==> src/rtl/spi_miso_transmitter.sv <==
// SPI mode-0 slave MISO serialiser: one-byte holding register (valid/ready) feeding
// an MSB-first shift register. cs/sck are oversampled so everything runs on `clock`.
module spi_miso_transmitter #(
  parameter int unsigned SYNC_STAGES = 2,
  parameter logic [7:0]  FILL_BYTE   = 8'h00
) (
  input  logic       clock,
  input  logic       reset_n,
  input  logic       cs,
  input  logic       sck,
  output logic       miso,
  input  logic [7:0] tx_data,
  input  logic       tx_valid,
  output logic       tx_ready,
  output logic       byte_done,
  output logic       underrun,
  output logic       aborted,
  output logic       active
);

  typedef enum logic {
    IDLE,
    SHIFT
  } state_t;

  state_t state_q, state_d;

  logic [SYNC_STAGES-1:0] cs_sync_q, sck_sync_q;
  logic                   cs_prev_q, sck_prev_q;
  logic [SYNC_STAGES:0]   warmup_q;

  logic [7:0] shift_q, shift_d;
  logic [2:0] bit_cnt_q, bit_cnt_d;
  logic [7:0] hold_data_q, hold_data_d;
  logic       hold_valid_q, hold_valid_d;
  logic       byte_done_q, byte_done_d;
  logic       underrun_q, underrun_d;
  logic       aborted_q, aborted_d;

  logic cs_s, sck_s, sync_ok;
  logic cs_fall, cs_rise, sck_rise, sck_fall;
  logic load, accept;

  always_ff @(posedge clock) begin
    if (!reset_n) begin
      cs_sync_q  <= '1;
      sck_sync_q <= '0;
      cs_prev_q  <= 1'b1;
      sck_prev_q <= 1'b0;
      warmup_q   <= '0;
    end else begin
      cs_sync_q  <= {cs_sync_q[SYNC_STAGES-2:0], cs};
      sck_sync_q <= {sck_sync_q[SYNC_STAGES-2:0], sck};
      cs_prev_q  <= cs_sync_q[SYNC_STAGES-1];
      sck_prev_q <= sck_sync_q[SYNC_STAGES-1];
      warmup_q   <= {warmup_q[SYNC_STAGES-1:0], 1'b1};
    end
  end

  assign cs_s  = cs_sync_q[SYNC_STAGES-1];
  assign sck_s = sck_sync_q[SYNC_STAGES-1];

  // The idle values forced by reset are not real pin samples; a cs that is already
  // low at reset release must not look like a fresh falling edge, so starts wait
  // until both cs_s and cs_prev_q carry genuine samples.
  assign sync_ok  = warmup_q[SYNC_STAGES];
  assign cs_fall  = sync_ok & cs_prev_q & ~cs_s;
  assign cs_rise  = ~cs_prev_q & cs_s;
  assign sck_rise = ~sck_prev_q & sck_s;
  assign sck_fall = sck_prev_q & ~sck_s;

  assign accept = tx_valid & ~hold_valid_q;

  always_comb begin
    state_d      = state_q;
    shift_d      = shift_q;
    bit_cnt_d    = bit_cnt_q;
    hold_data_d  = hold_data_q;
    hold_valid_d = hold_valid_q;
    byte_done_d  = 1'b0;
    underrun_d   = 1'b0;
    aborted_d    = 1'b0;
    load         = 1'b0;

    case (state_q)
      IDLE: begin
        if (cs_fall) begin
          state_d   = SHIFT;
          bit_cnt_d = 3'd0;
          load      = 1'b1;
        end
      end
      SHIFT: begin
        // cs has priority; an sck edge landing in the same cycle is dropped.
        if (cs_rise) begin
          state_d   = IDLE;
          aborted_d = (bit_cnt_q != 3'd0);
          bit_cnt_d = 3'd0;
          shift_d   = 8'h00;
        end else if (sck_rise) begin
          bit_cnt_d   = bit_cnt_q + 3'd1;
          byte_done_d = (bit_cnt_q == 3'd7);
        end else if (sck_fall) begin
          if (bit_cnt_q == 3'd0) begin
            load = 1'b1;
          end else begin
            shift_d = {shift_q[6:0], 1'b0};
          end
        end
      end
      default: state_d = IDLE;
    endcase

    if (load) begin
      if (hold_valid_q) begin
        shift_d      = hold_data_q;
        hold_valid_d = 1'b0;
      end else begin
        shift_d    = FILL_BYTE;
        underrun_d = 1'b1;
      end
    end

    // No bypass: a byte arriving alongside a load waits in the holding register.
    if (accept) begin
      hold_data_d  = tx_data;
      hold_valid_d = 1'b1;
    end
  end

  always_ff @(posedge clock) begin
    if (!reset_n) begin
      state_q      <= IDLE;
      shift_q      <= 8'h00;
      bit_cnt_q    <= 3'd0;
      hold_data_q  <= 8'h00;
      hold_valid_q <= 1'b0;
      byte_done_q  <= 1'b0;
      underrun_q   <= 1'b0;
      aborted_q    <= 1'b0;
    end else begin
      state_q      <= state_d;
      shift_q      <= shift_d;
      bit_cnt_q    <= bit_cnt_d;
      hold_data_q  <= hold_data_d;
      hold_valid_q <= hold_valid_d;
      byte_done_q  <= byte_done_d;
      underrun_q   <= underrun_d;
      aborted_q    <= aborted_d;
    end
  end

  assign miso      = (state_q == SHIFT) & shift_q[7];
  assign active    = (state_q == SHIFT);
  assign tx_ready  = ~hold_valid_q;
  assign byte_done = byte_done_q;
  assign underrun  = underrun_q;
  assign aborted   = aborted_q;

endmodule

==> config.mk <==
export PLATFORM = sky130hd
export DESIGN_NAME = spi_miso_transmitter
export DESIGN_NICKNAME = d
export VERILOG_FILES = /design/src/rtl/spi_miso_transmitter.sv
export SDC_FILE = /design/constraint.sdc
export NUM_CORES = 1
export LEC_CHECK = 0
export CAP_MARGIN = 20
export CORE_ASPECT_RATIO = 0.75
export CORE_MARGIN = 2
export CORE_UTILIZATION = 48
export DETAILED_ROUTE_END_ITERATION = 6
export GPL_TIMING_DRIVEN = 0
export PLACE_DENSITY_LB_ADDON = 0.1
export SLEW_MARGIN = 10
export SYNTH_ARGS = -nofsm -noshare
export SYNTH_HDL_FRONTEND = slang
export SYNTH_SLANG_ARGS = --single-unit
==> constraint.sdc <==
create_clock -name clock -period 1.54 [get_ports clock]
set_input_delay 0.308 -clock clock [delete_from_list [all_inputs] [get_ports clock]]
set_output_delay 0.308 -clock clock [all_outputs]
set_load 0.005 [all_outputs]
Word level (Yosys, flattened, before mapping)
Index checks and enable logic that the tools add are counted.

$mul: 0. Shift-type cells: 0. Bitwise operators: 15. $lt $le $gt $ge: 0. Add/sub/neg operators: 1. Mux-type cells: 23. Reductions and logical operators: 10. Eq/ne operators: 5. Div/mod/pow operators: 0.

Operator list (count): $mux 8 (7); $mux 1 (10); $mux 3 (3); $not 1->1 (8); $and 1x1->1 (7); $pmux 3 s2 (1); $reduce_bool 3->1 (2); $pmux 1 s2 (2); $reduce_and 2->1 (2); $reduce_and 4->1 (1); $reduce_bool 2->1 (2); $reduce_or 4->1 (1); $add 3x1->3 const B (1); $eq 3x3->1 const B (1); $logic_not 3->1 (1); $ne 3x1->1 const B (1); $ne 3x2->1 const B (1); $ne 3x3->1 const B (1); $reduce_and 3->1 (1); $ne 2x2->1 const B (1).

Memories kept: 0. RAM bits: 0. Register bits: 33. Input bits: 13. Bits in read-only memories: 0. Output and inout bits: 6. Logic and storage cells: 68. Latch bits: 0.

Depth between registers and ports, before layout
Gate-level depths: netlist (run 1).

Word-level depth: 8. Gate-level depth with buffers: 6. Gate-level depth less buffers: 6.

Least setup slack after synthesis (run 1)
Ideal clock, no wire load.

Kind: register to register. From: register bit_cnt_q[0]. To: register shift_q[0]. Data arrival time: 1396 ps. Buffers on the path: 0. Clock period less this slack: 1511 ps. Stages on the path, launching flop included: 7. Path slack: 29 ps. Library setup time: 115 ps. Required time: 1425 ps. Cells stage by stage: dfxtp_1 inv_1 ha_1 and4bb_2 a32o_2 o211a_1 o21a_1.

Cells in the longest elaborated chain, start to end: 8. Elaborated cells between the ends (all ways): 12. Those cells by class: eq/ne (2); mux (6); reduce/logical (4).

RTL lines: start: declaration (RTL line 33) `logic [2:0] bit_cnt_q, bit_cnt_d;`; start signal: assignment (RTL line 144) `bit_cnt_q <= bit_cnt_d;`; $logic_not 3->1 (*) (RTL line 104) `if (bit_cnt_q == 3'd0) begin`; $mux 1 (RTL line 104); $mux 1 (RTL line 103) `end else if (sck_fall) begin`; $mux 1 (RTL line 100) `end else if (sck_rise) begin`; $mux 1 (RTL line 95) `if (cs_rise) begin`; $pmux 1 s2 (RTL line 85) `case (state_q)`; $ne 3x3->1 (no line), or another cell as far along; $reduce_and 4->1 (no line); end signal: assignment (RTL line 143) `shift_q <= shift_d;`; end: declaration (RTL line 32) `logic [7:0] shift_q, shift_d;`.

Mark *: on every way between the ends. The rest lies on a longest branch, timed or not. A chain may end at the register's enable or synchronous reset.

Worst setup path in the final report (run 1)
Same ends and word-level chain as after synthesis.

==> metrics.yaml, run 1 <==
clkTransAtPathRegs_ns: 0.07
numCtsBuffers: 5
finalSetupViolCount: 0
first_pass_iters: 4
timing.final.ws_setup_ns: 0.0416
synthCells: 150
ys_ff_latch: 33
p_sw_uw: 381
cts_hold_buffers: 0
ant_nets: 0
die_area_um2: 3340
grt_max_degree: 11
slowest_delay_ns: 0.34
drive_gt1_share_pct: 15.6
vias_per_cell: 5.25
cts_tree: "done"
hold_viol: 0
die-height_um: 50.6
intPower_mw: 1.35
clk_latency_ns: 0.28
rows: 16
num-nets-final: 194
utilization_pct: 66.2
min_path_type: "flip-flop to flip-flop"
yosys_warnings: 0
tns_ns: 0
tightest_slew_ns: 0.464
post-dp-hpwl_mm: 2.01
htreeDepth: 2
fin_crit_ns: 1.50
stdcell_count: 215
postPlaceCellArea_um2: 1610
seqPwrFrac_pct: 52.0
port_buffers: 18
die_w_um: 66.1
worst_setup_path_start_kind: "flip-flop"
p_clk_share_pct: 41.3
critPathCaptureType: "flip-flop"
power_density_nw_per_um2: 974
synth-seq-area-share_pct: 47.6
dpl_worst_slack_ns: -0.333
core_area_um2: 2680
layout_common_cells: "34 x nand2_1, 28 x dfxtp_1, 15 x clkdlybuf4s50_1"
pwr-share-comb_pct: 6.8
path_cells: "inv_2, ha_4, and4bb_2, a32o_2, o211a_1, o21a_1"
cp_num_buf_inv: 1
worst_ep_arrival_time_ns: 1.68
routedWlPerCell_um: 13.3
grt_pass1_vias: 1067
grt_pass1_wl_mm: 4.86
rsz0062_at_grt: "true"
fin_area_um2: 1780
antenna_found_initial: 0
p_total_mw: 1.73
min_period_over_period_pct: 97.3
status: "finished clean"
worst_clock_skew_ns: 0.00540
syn_area_per_cell_um2: 9.26
hold_depth: 1
gp_congestion: 0.770
final_common_cell: "nand2_1"
start_util_pct: 51.8
path_class: "flip-flop to flip-flop"
overflow: 0
swShare_pct: 22.0
cp_top_family: "compound AO/OA/AOI/OAI gates"
drt_iter0_drc: 81
syn-num-nets: 166
clk_path_buf_depth: 2
cts_root_buffer: "clkbuf_8"
synthToLayoutAreaGrowth_pct: 27.9
peakVddDrop_uv: 683
ff2ff_setup_slack_ns: 0.04
ioPinCount: 19
required_ns: 1.72
drt-total-wl_mm: 2.85
vias: 1129
cap_violations: 0
cts.sinks: 33
drc: 0
p_leak_nw: 0.688
antennaDiodeCount: 0
synth_cell_types: 29
slew_violations: 0
cp_max_fo: 8
slew_headroom_pct: 69.1
grtUsageTotal_pct: 19.9
cp_slowest_cell: "dfxtp_2"
fillCellCount: 231
holdWs_ns: 0.409
max_freq_ghz: 0.667
reg2regPathDepth: 6
synthesis.area_um2: 1390
dp_cells: 204
critical_path_depth: 6
==> Yosys cell counts <==
cell type   n  area, µm²
nor2b_1     4       25.0
o21a_1      1       7.51
o211a_1     1       10.0
a32o_2      1       11.3
ha_1        3       37.5
nand4_1     3       18.8
inv_1       4       15.0
nor3b_1     2       15.0
nand2_1    34        128
buf_2       1       5.00
dfxtp_1    33        661
o21ai_0     2       10.0
and4bb_2    1       12.5
nor4bb_1    1       10.0
clkbuf_1    5       18.8
and2_1      8       50.1
nor4bb_4    1       25.0
o31ai_1     7       52.6
a21boi_0   11       82.6
nand2b_1    5       31.3
a211oi_4    1       20.0
buf_6       2       22.5
or3_1       1       6.26
a21oi_1     3       15.0
nor2_1      1       3.75
nand3_1     4       20.0
a21boi_4    1       18.8
a31oi_1     8       50.1
or2_1       1       6.26
==> routing by layer <==
layer,vias up,GRT usage [%],part of all wire (%)
met1,523,25.9,48
met5,-,0,0
met2,22,30.2,45
li1,577,-,-
met3,7,7.40,4.9
met4,0,7.48,2.5
==> logic make-up after synthesis <==
family	count (synthesis)	share of synthesized area (%)
AND/OR/NAND/NOR	66	25.3
AO/OA/AOI/OAI	36	20.0
buffers and inverters	12	4.41
adder cells (fa/ha/maj)	3	2.70
flip-flops	33	47.6
==> final cells by class <==
class                   count  area [µm²]  area share (%)
repair buffers             21         206            11.6
plain buffers               8        57.6            3.24
inverters                   4        15.0           0.845
well taps                  36        45.0            2.54
clock inverters             1        5.00           0.282
multi-input cells         105         679            38.2
flip-flops and latches     33         672            37.8
clock buffers               7        96.3            5.42
==> power groups by stage <==
stage	registers [mW]	logic [mW]	clock network, mW
finish	0.899	0.117	0.714
global route	0.902	0.131	0.772
CTS	0.899	0.118	0.722
detailed placement	0.920	0.115	0
global placement	0.919	0.113	0
floorplan	0.914	0.0648	0
==> worst paths after layout <==
path / to / from
worst max register to register: shift_q[0]$_SDFFE_PN0P_ / bit_cnt_q[0]$_SDFFE_PN0P_
worst min-delay path: cs_sync_q[1]$_SDFF_PN1_ / cs_sync_q[0]$_SDFF_PN1_
worst max-delay path: shift_q[0]$_SDFFE_PN0P_ / bit_cnt_q[0]$_SDFFE_PN0P_
worst min register to register: cs_sync_q[1]$_SDFF_PN1_ / cs_sync_q[0]$_SDFF_PN1_
==> flip-flops by register name (all words and copies together) (netlist names), 2 cells and up <==
| register | flops |
|---|---|
| hold_data_q | 8 |
| sck_sync_q | 2 |
| cs_sync_q | 2 |
| warmup_q | 3 |
| shift_q | 8 |
| bit_cnt_q | 3 |
==> worst reg2reg max path, delay by kind of cell, from the launching register on <==
kind            cells  cell delay, ns
fa+ha+maj           1            0.16
buf+inv             1            0.05
simple gates        1            0.26
flops               1            0.34
compound gates      3            0.59
==> repair_timing <==
action                     4_1_cts  5_1_grt
resized for setup               12        7
pin swaps                        6       12
setup endpoints to repair       10       10
buffers inserted                 3        0
Power figures use the tool's default switching activity.
==> run 2: changes to the inputs <==
Settings changed: CAP_MARGIN 20 to not set.
==> results of run 2 <==
Final layout, timing and power as in run 1 (identical DEF).
==> run 3: changes to the inputs <==
Settings changed: CORE_ASPECT_RATIO 0.75 to 0.5.
==> run 3 against run 2 <==
Effect of this change:
- the run now ends with negative setup slack left
- die area up 0.65%
- clock skew rose by 0.0016 ns
- design area increased by 1.5%
- fmax is 4.9% lower
- total power shrank 3.5%
- largest power group unchanged
==> metrics.yaml, run 3 (synthesis gave the netlist of run 1 again) <==
timing.final.ws_setup_ns: -0.0361
drive_gt1_share_pct: 17.6
drc: 0
start_util_pct: 52.1
ioPinCount: 19
violations: "negative setup slack"
grtUsageTotal_pct: 19.0
num-nets-final: 197
cap_violations: 0
slew_headroom_pct: 68.2
grt_pass1_vias: 1005
drt-total-wl_mm: 2.96
vias_per_cell: 5.25
cp_slowest_cell: "a211oi_4"
clk_path_buf_depth: 2
required_ns: 1.76
cts_tree: "done"
p_leak_nw: 0.695
antennaDiodeCount: 0
dpl_worst_slack_ns: -0.354
slowest_delay_ns: 0.40
port_buffers: 18
worst_ep_arrival_time_ns: 1.80
die-height_um: 42.0
path_class: "flip-flop to flip-flop"
gp_congestion: 0.780
antenna_found_initial: 0
clk_latency_ns: 0.30
hold_viol: 0
cts.sinks: 33
min_period_over_period_pct: 102
finalSetupViolCount: 2
worst_setup_path_start_kind: "flip-flop"
synthToLayoutAreaGrowth_pct: 29.8
first_pass_iters: 4
post-dp-hpwl_mm: 1.87
tightest_slew_ns: 0.477
grt_max_degree: 12
ff2ff_setup_slack_ns: -0.04
drt_iter0_drc: 76
overflow: 0
peakVddDrop_uv: 501
p_total_mw: 1.67
routedWlPerCell_um: 13.5
cp_max_fo: 7
vias: 1149
min_path_type: "flip-flop to flip-flop"
die_area_um2: 3370
final_common_cell: "nand2_1"
htreeDepth: 2
status: "complete, but fails checks"
grt_pass1_wl_mm: 4.75
max_freq_ghz: 0.634
rows: 13
rsz0062_at_grt: "true"
cts_root_buffer: "clkbuf_8"
top_regs: "hold_data_q: 8 flops, shift_q: 8 flops"
worst_clock_skew_ns: 0.00697
numCtsBuffers: 5
layout_common_cells: "34 x nand2_1, 28 x dfxtp_1, 15 x clkdlybuf4s50_1"
die_w_um: 80.1
core_area_um2: 2670
path_cells: "inv_2, ha_4, and4bb_2, a211oi_4, nand2_1, a31oi_1"
clkTransAtPathRegs_ns: 0.07
power_density_nw_per_um2: 926
fin_crit_ns: 1.58
cts_hold_buffers: 0
critPathCaptureType: "flip-flop"
slew_violations: 0
ant_nets: 0
-- run 3: worst max-delay path: cells and delay by family (launching register included) --
kind	cells	cell delay (ns)
AOI/OAI and AO/OA	2	0.58
adders and majority gates	1	0.15
buffers and inverters	1	0.05
DFF	1	0.34
and+or+nand+nor	2	0.38
-- run 3: routing by layer --
layer | part of all wire, % | track usage [%] | up-vias
li1 | - | - | 578
met1 | 51 | 26.2 | 542
met2 | 42 | 26.0 | 24
met3 | 4.9 | 7.11 | 5
met4 | 1.8 | 9.15 | 0
met5 | 0 | 0 | -
-- run 3: through the flow --
step / hold WS [ns] / std cells / utilization (%) / TNS, ns / instance area (µm²)
2_1_floorplan: 0.336 / 150 / - / 0 / 1390
3_3_place_gp: 0.394 / 205 / 60.6 / -0.865 / 1620
3_5_place_dp: 0.396 / 205 / 60.6 / -1.01 / 1620
4_1_cts: 0.417 / 219 / 67.3 / -0.0969 / 1800
5_1_grt: 0.450 / 219 / 67.6 / -0.454 / 1800
6_report: 0.427 / 219 / 67.6 / -0.0471 / 1800
-- run 3: final timing paths --
check                           depth (start not counted)                       from                       to
worst max-delay path                                    6  bit_cnt_q[0]$_SDFFE_PN0P_  shift_q[3]$_SDFFE_PN0P_
worst min-delay path                                    1    cs_sync_q[0]$_SDFF_PN1_  cs_sync_q[1]$_SDFF_PN1_
worst max register to register                          6  bit_cnt_q[0]$_SDFFE_PN0P_  shift_q[3]$_SDFFE_PN0P_
worst min register to register                          1    cs_sync_q[0]$_SDFF_PN1_  cs_sync_q[1]$_SDFF_PN1_
-- run 3: timing repair --
item                                    4_1_cts  5_1_grt
endpoints found under the setup margin       10       12
endpoints found under the hold margin         0        0
resized for setup                            12        9
pin swaps                                     6       17
setup buffers                                 6        2
-- run 3: final cells by class --
type | instances | area [µm²]
well taps | 37 | 46.3
repair buffers | 24 | 241
clock inverters | 3 | 17.5
flip-flops and latches | 33 | 672
clock buffers | 5 | 68.8
plain buffers | 8 | 57.6
fillers | 224 | 865
inverters | 4 | 15.0
multi-input cells | 105 | 684
-- run 3: power by group --
part / switching (mW) / internal (mW)
Sequential: 0.0183 / 0.880
Combinational: 0.0542 / 0.0666
Clock: 0.338 / 0.311
Total: 0.411 / 1.26
